## config.mk

```make
export PLATFORM = sky130hd
export DESIGN_NAME = key_debounce8
export DESIGN_NICKNAME = d
export VERILOG_FILES = /design/src/rtl/npc_io_pkg.sv /design/src/rtl/debounce_bit.sv /design/src/rtl/key_debounce8.sv
export SDC_FILE = /design/constraint.sdc
export NUM_CORES = 1
export LEC_CHECK = 0
export ABC_CLOCK_PERIOD_IN_PS = 4150
export BUFFER_PORTS_ARGS = -buffer_cell sky130_fd_sc_hd__buf_4
export CAP_MARGIN = 15
export CORE_MARGIN = 2
export CORE_UTILIZATION = 60
export DETAILED_ROUTE_END_ITERATION = 10
export GPL_TIMING_DRIVEN = 0
export PLACE_DENSITY = 0.78
export SLEW_MARGIN = 30
export SYNTH_ARGS = -nofsm -noshare
export SYNTH_HDL_FRONTEND = slang
export SYNTH_SLANG_ARGS = --single-unit
export TNS_END_PERCENT = 100
```

## constraint.sdc

```tcl
create_clock -name clk -period 4.15 [get_ports clk]
set_clock_uncertainty 0.2 [all_clocks]
set_input_delay 0.83 -clock clk [delete_from_list [all_inputs] [get_ports clk]]
set_output_delay 0.83 -clock clk [all_outputs]
set_load 0.05 [all_outputs]
```

## src/rtl/npc_io_pkg.sv

```systemverilog
// Shared board-I/O definitions: debounce FSM encoding, default stability window,
// and the counter-width helper used by the debounce blocks.
package npc_io_pkg;

   typedef enum logic {
      SETTLE = 1'b0,
      RUN    = 1'b1
   } debState_e;

   localparam int unsigned STABLE_CYCLES_DEFAULT = 50000;

   // A window of one or two cycles still needs a one-bit counter.
   function automatic int unsigned cntWidth(input int unsigned n);
      return (n <= 2) ? 1 : $clog2(n);
   endfunction

endpackage

```

## src/rtl/debounce_bit.sv

```systemverilog
// Single-bit debouncer: two-flop synchronizer, stability counter, and registered
// rise/fall pulses on acceptance of a new level.
module debounce_bit
   import npc_io_pkg::*;
#(
   parameter int unsigned STABLE_CYCLES = STABLE_CYCLES_DEFAULT
) (
   input  logic clk,
   input  logic rst_n,
   input  logic raw_i,
   input  logic run_i,
   input  logic load_i,
   output logic stable_o,
   output logic rise_o,
   output logic fall_o
);

   localparam int unsigned CW = cntWidth(STABLE_CYCLES);
   localparam logic [CW-1:0] LAST = CW'(STABLE_CYCLES - 1);

   logic          sync1_q, sync2_q;
   logic          stable_q, stable_d;
   logic          rise_q, rise_d;
   logic          fall_q, fall_d;
   logic [CW-1:0] cnt_q, cnt_d;

   // Any matching sample restarts the window; the Nth differing one flips the level.
   always_comb begin
      stable_d = stable_q;
      cnt_d    = '0;
      rise_d   = 1'b0;
      fall_d   = 1'b0;
      if (load_i) begin
         stable_d = sync2_q;
      end else if (run_i && (sync2_q != stable_q)) begin
         if (cnt_q == LAST) begin
            stable_d = ~stable_q;
            rise_d   = ~stable_q;
            fall_d   = stable_q;
         end else begin
            cnt_d = cnt_q + 1'b1;
         end
      end
   end

   always_ff @(posedge clk or negedge rst_n) begin
      if (!rst_n) begin
         sync1_q  <= 1'b0;
         sync2_q  <= 1'b0;
         stable_q <= 1'b0;
         rise_q   <= 1'b0;
         fall_q   <= 1'b0;
         cnt_q    <= '0;
      end else begin
         sync1_q  <= raw_i;
         sync2_q  <= sync1_q;
         stable_q <= stable_d;
         rise_q   <= rise_d;
         fall_q   <= fall_d;
         cnt_q    <= cnt_d;
      end
   end

   assign stable_o = stable_q;
   assign rise_o   = rise_q;
   assign fall_o   = fall_q;

endmodule

```

## src/rtl/key_debounce8.sv

```systemverilog
// Eight-input switch debouncer feeding the priority encoder; a settle phase after
// reset loads the initial levels without emitting edge pulses.
module key_debounce8
   import npc_io_pkg::*;
#(
   parameter int unsigned WIDTH         = 8,
   parameter int unsigned STABLE_CYCLES = STABLE_CYCLES_DEFAULT
) (
   input  logic             clk,
   input  logic             rst_n,
   input  logic [WIDTH-1:0] raw_i,
   output logic [WIDTH-1:0] stable_o,
   output logic             valid_o,
   output logic [WIDTH-1:0] rise_o,
   output logic [WIDTH-1:0] fall_o,
   output logic             changed_o
);

   localparam int unsigned CW = cntWidth(STABLE_CYCLES);
   localparam logic [CW-1:0] LAST = CW'(STABLE_CYCLES - 1);

   debState_e     state_q;
   logic [CW-1:0] settleCnt_q;
   logic          valid_q;
   logic          loadNow;
   logic          runNow;

   assign loadNow = (state_q == SETTLE) && (settleCnt_q == LAST);
   assign runNow  = (state_q == RUN);

   // Settle counter parks at its last value once RUN is reached.
   always_ff @(posedge clk or negedge rst_n) begin
      if (!rst_n) begin
         state_q     <= SETTLE;
         settleCnt_q <= '0;
         valid_q     <= 1'b0;
      end else begin
         case (state_q)
            SETTLE: begin
               if (settleCnt_q == LAST) begin
                  state_q <= RUN;
                  valid_q <= 1'b1;
               end else begin
                  settleCnt_q <= settleCnt_q + 1'b1;
               end
            end
            RUN:     state_q <= RUN;
            default: state_q <= SETTLE;
         endcase
      end
   end

   for (genvar i = 0; i < WIDTH; i++) begin : g_bit
      debounce_bit #(
         .STABLE_CYCLES(STABLE_CYCLES)
      ) u_bit (
         .clk     (clk),
         .rst_n   (rst_n),
         .raw_i   (raw_i[i]),
         .run_i   (runNow),
         .load_i  (loadNow),
         .stable_o(stable_o[i]),
         .rise_o  (rise_o[i]),
         .fall_o  (fall_o[i])
      );
   end

   assign valid_o   = valid_q;
   assign changed_o = |{rise_o, fall_o};

endmodule

```

==> metrics <==
DR vias/cell 5.74; I/O Pins 36; Async SR Flop Fraction 100%; register area share after synthesis 53.8%; fin crit share 69.0%; Core Rows 43; CTS Hold Buffers Added 0; grt total ovfl 0; TritonCTS clock tree built; leakage 4.10 nW; H-tree depth 4; vias in the first global route 6,305; WP data required 3.12 ns; first drt pass iteration count 4; Ys Warns 0; Routed WL 16.9 mm; Core Box Area 14,000 um2; Post-CTS Setup Inserts 0; Rel. slew slack 56.2%; worst r2r dst g_bit[0].u_bit.cnt_q[12]; final hold vios 0; min Tclk post-route 2.86 ns; CTS Sinks 186; # fillers 1,012; CTS Buf Count 17; area of the die 15,400 um2; RSZ-0062 raised after global routing false; fmax 349 MHz; Die H 124 um; critical path launch point type flop; Final TNS setup 0 ns; Yosys cell types 41; Inserted Diodes 0; area of the multi-input gates 3620 um2; Final nets 909; CP peak stage delay 0.56 ns; FF+latch count, synth 186; Least-Margin Pin Slew 0.648 ns; status completed; area growth from synthesis to layout 13.7%; drt initial violations 380; PwrDens 365 nW/um2; critical path type reg2out; DPL Wire Length 11.8 mm; DR vias 6,198; Finish-stage setup viols 0; clock root cell clkbuf_16; top_reg_cell synth dfrtp_1; Worst VDD drop 0.286 mV; Resized cells post-CTS 0; R2R Path Start g_bit[0].u_bit.cnt_q[0]; cells on worst reg2reg path 7; ANT nets after route 0; Synth Net Count 853; gpl congestion 0.955; Slowest-stage cell, CP nor4_1; Post-Syn Area 8650 um2; Reg2Reg Setup Slack 1.79 ns; Syn Area/Cell 10.4 um2; Clk Latency, worst-skew pair 0.43 ns; Critical Path Sink Type output pin; Reg clk slew, reported paths 0.06 ns; Storage cell area 4650 um2; Initial Utilization 61.8%; WL/cell 15.6 um; first-pass GRT wire length 28.6 mm; cell breakdown of the critical path nor4_1, nand4_1, buf_4; drt drc 0; initial antenna violation count 0; crit path DAT 1.83 ns; EDFF count, synth 0; Post-Synthesis Cells 834; gr usage total 23.8%; Max-cap violations 0; die extent in x 124 um; Final Max Tran Viols 0; Final Total Pwr 0.00359 W; Longest Clk Path Bufs 2; PortBufs 35; largest net degree at the start of global routing 89; crit path max fanout 2; worst hold path type in2async; share of layout cells above drive strength 1 12.3%
## stage by stage
stage / util, % / std cells / hold WS [ns] / instance area (um2) / setup WS, ns
after floorplan: - / 834 / 0.131 / 8650 / 1.99
after global placement: 65.3 / 1049 / 0.134 / 9130 / 1.02
after detailed placement: 65.7 / 1051 / 0.143 / 9200 / 1.70
after CTS: 70.3 / 1080 / 0.00347 / 9830 / 1.25
after global routing: 70.3 / 1080 / 0.00562 / 9830 / 1.21
final: 70.3 / 1080 / 0.0111 / 9830 / 1.29
## flip-flops by register name, summed over array words and instances, names as in the netlist
name / flops
g_bit.u_bit.cnt_q: 128
g_bit.u_bit.fall_o: 8
g_bit.u_bit.rise_o: 8
g_bit.u_bit.stable_o: 8
g_bit.u_bit.sync1_q: 8
g_bit.u_bit.sync2_q: 8
runNow: 1
settleCnt_q: 16
valid_o: 1
## final cells by class
class | count | share of cell area, %
Buffer | 50 | 2.86
Clock buffer | 22 | 5.03
Clock inverter | 7 | 1.41
Inverter | 23 | 0.878
Multi-Input combinational cell | 575 | 36.9
Sequential cell | 186 | 47.4
Tap cell | 180 | 2.29
Timing Repair Buffer | 37 | 3.31
## worst max path at each step
stage / from / cells after the start / end
floorplan: g_bit[5].u_bit.fall_o / 2 / changed_o
global placement: rst_n / 1 / g_bit[2].u_bit.cnt_q[13]
detailed placement: g_bit[4].u_bit.rise_o / 3 / changed_o
CTS: g_bit[4].u_bit.rise_o / 3 / changed_o
global route: g_bit[4].u_bit.rise_o / 3 / changed_o
finish: g_bit[4].u_bit.rise_o / 3 / changed_o
## worst max-delay path, delay by kind of cell (launching register included)
kind,cells,cell delay [ns]
and+or+nand+nor,2,0.78
buffers and inverters,1,0.25
DFF,1,0.38
## synth_stat cells (20+ instances only)
cell / instances / area [um2]
dfrtp_1: 186 / 4650
nor2_1: 121 / 454
xor2_1: 64 / 561
xnor2_1: 55 / 482
nand2_1: 51 / 191
nand3_1: 51 / 255
nand4_1: 39 / 244
buf_4: 24 / 180
clkbuf_1: 23 / 86.3
inv_1: 23 / 86.3
and4_1: 20 / 175
nor4_1: 20 / 125
## kinds of logic (layout without fill, tap and decap cells)
logic type                 Yosys count  in the layout  share of synthesized area, %
DFF                                186            186                          53.8
AOI/OAI and AO/OA                   41             41                          2.92
xor gates and xnor gates           119            119                          12.1
adders and majority gates            9              9                          1.30
muxes                                6              6                         0.767
and+or+nand+nor                    400            400                          24.9
buffers and inverters               73            139                          4.25
## where the power goes
group / switching, W / internal [W] / leakage, nW
clock: 0.000639 / 0.00108 / 0.314
combinational: 0.0000363 / 0.0000133 / 1.24
sequential: 0.00000507 / 0.00182 / 2.55
## layout by cell type (no fill, tap or decap), types with 2 or more instances in the layout
| cell type | count |
|---|---|
| inv_1 | 23 |
| o31ai_1 | 6 |
| bufinv_16 | 4 |
| clkbuf_16 | 17 |
| dfrtp_1 | 186 |
| nand3b_1 | 2 |
| and4bb_2 | 2 |
| or3_1 | 11 |
| buf_4 | 58 |
| a21oi_1 | 17 |
| clkbuf_8 | 5 |
| and2_1 | 3 |
| nor4b_1 | 9 |
| and3_1 | 17 |
| nor2_1 | 121 |
| nor3_1 | 19 |
| o211ai_1 | 2 |
| xor2_1 | 64 |
| clkbuf_1 | 23 |
| and4_1 | 20 |
| buf_2 | 3 |
| nor4bb_1 | 12 |
| or2_2 | 5 |
| o21ai_0 | 9 |
| nand3_1 | 51 |
| buf_16 | 2 |
| clkinv_2 | 2 |
| nor3b_1 | 6 |
| mux2_2 | 5 |
| or4_1 | 6 |
| nor4_1 | 20 |
| nand4_1 | 39 |
| a31oi_1 | 3 |
| ha_1 | 9 |
| xnor2_1 | 55 |
| nand2_1 | 51 |
| and4b_1 | 2 |
## routing by layer
| layer | track usage, % | routed length [um] | vias to the layer above |
|---|---|---|---|
| met4 | 7.65 | 250 | 0 |
| li1 | - | - | 2993 |
| met1 | 29.2 | 7350 | 3064 |
| met2 | 42.2 | 8720 | 122 |
| met5 | 0 | 0 | - |
| met3 | 4.76 | 552 | 19 |
Power figures use the tool's default switching activity.
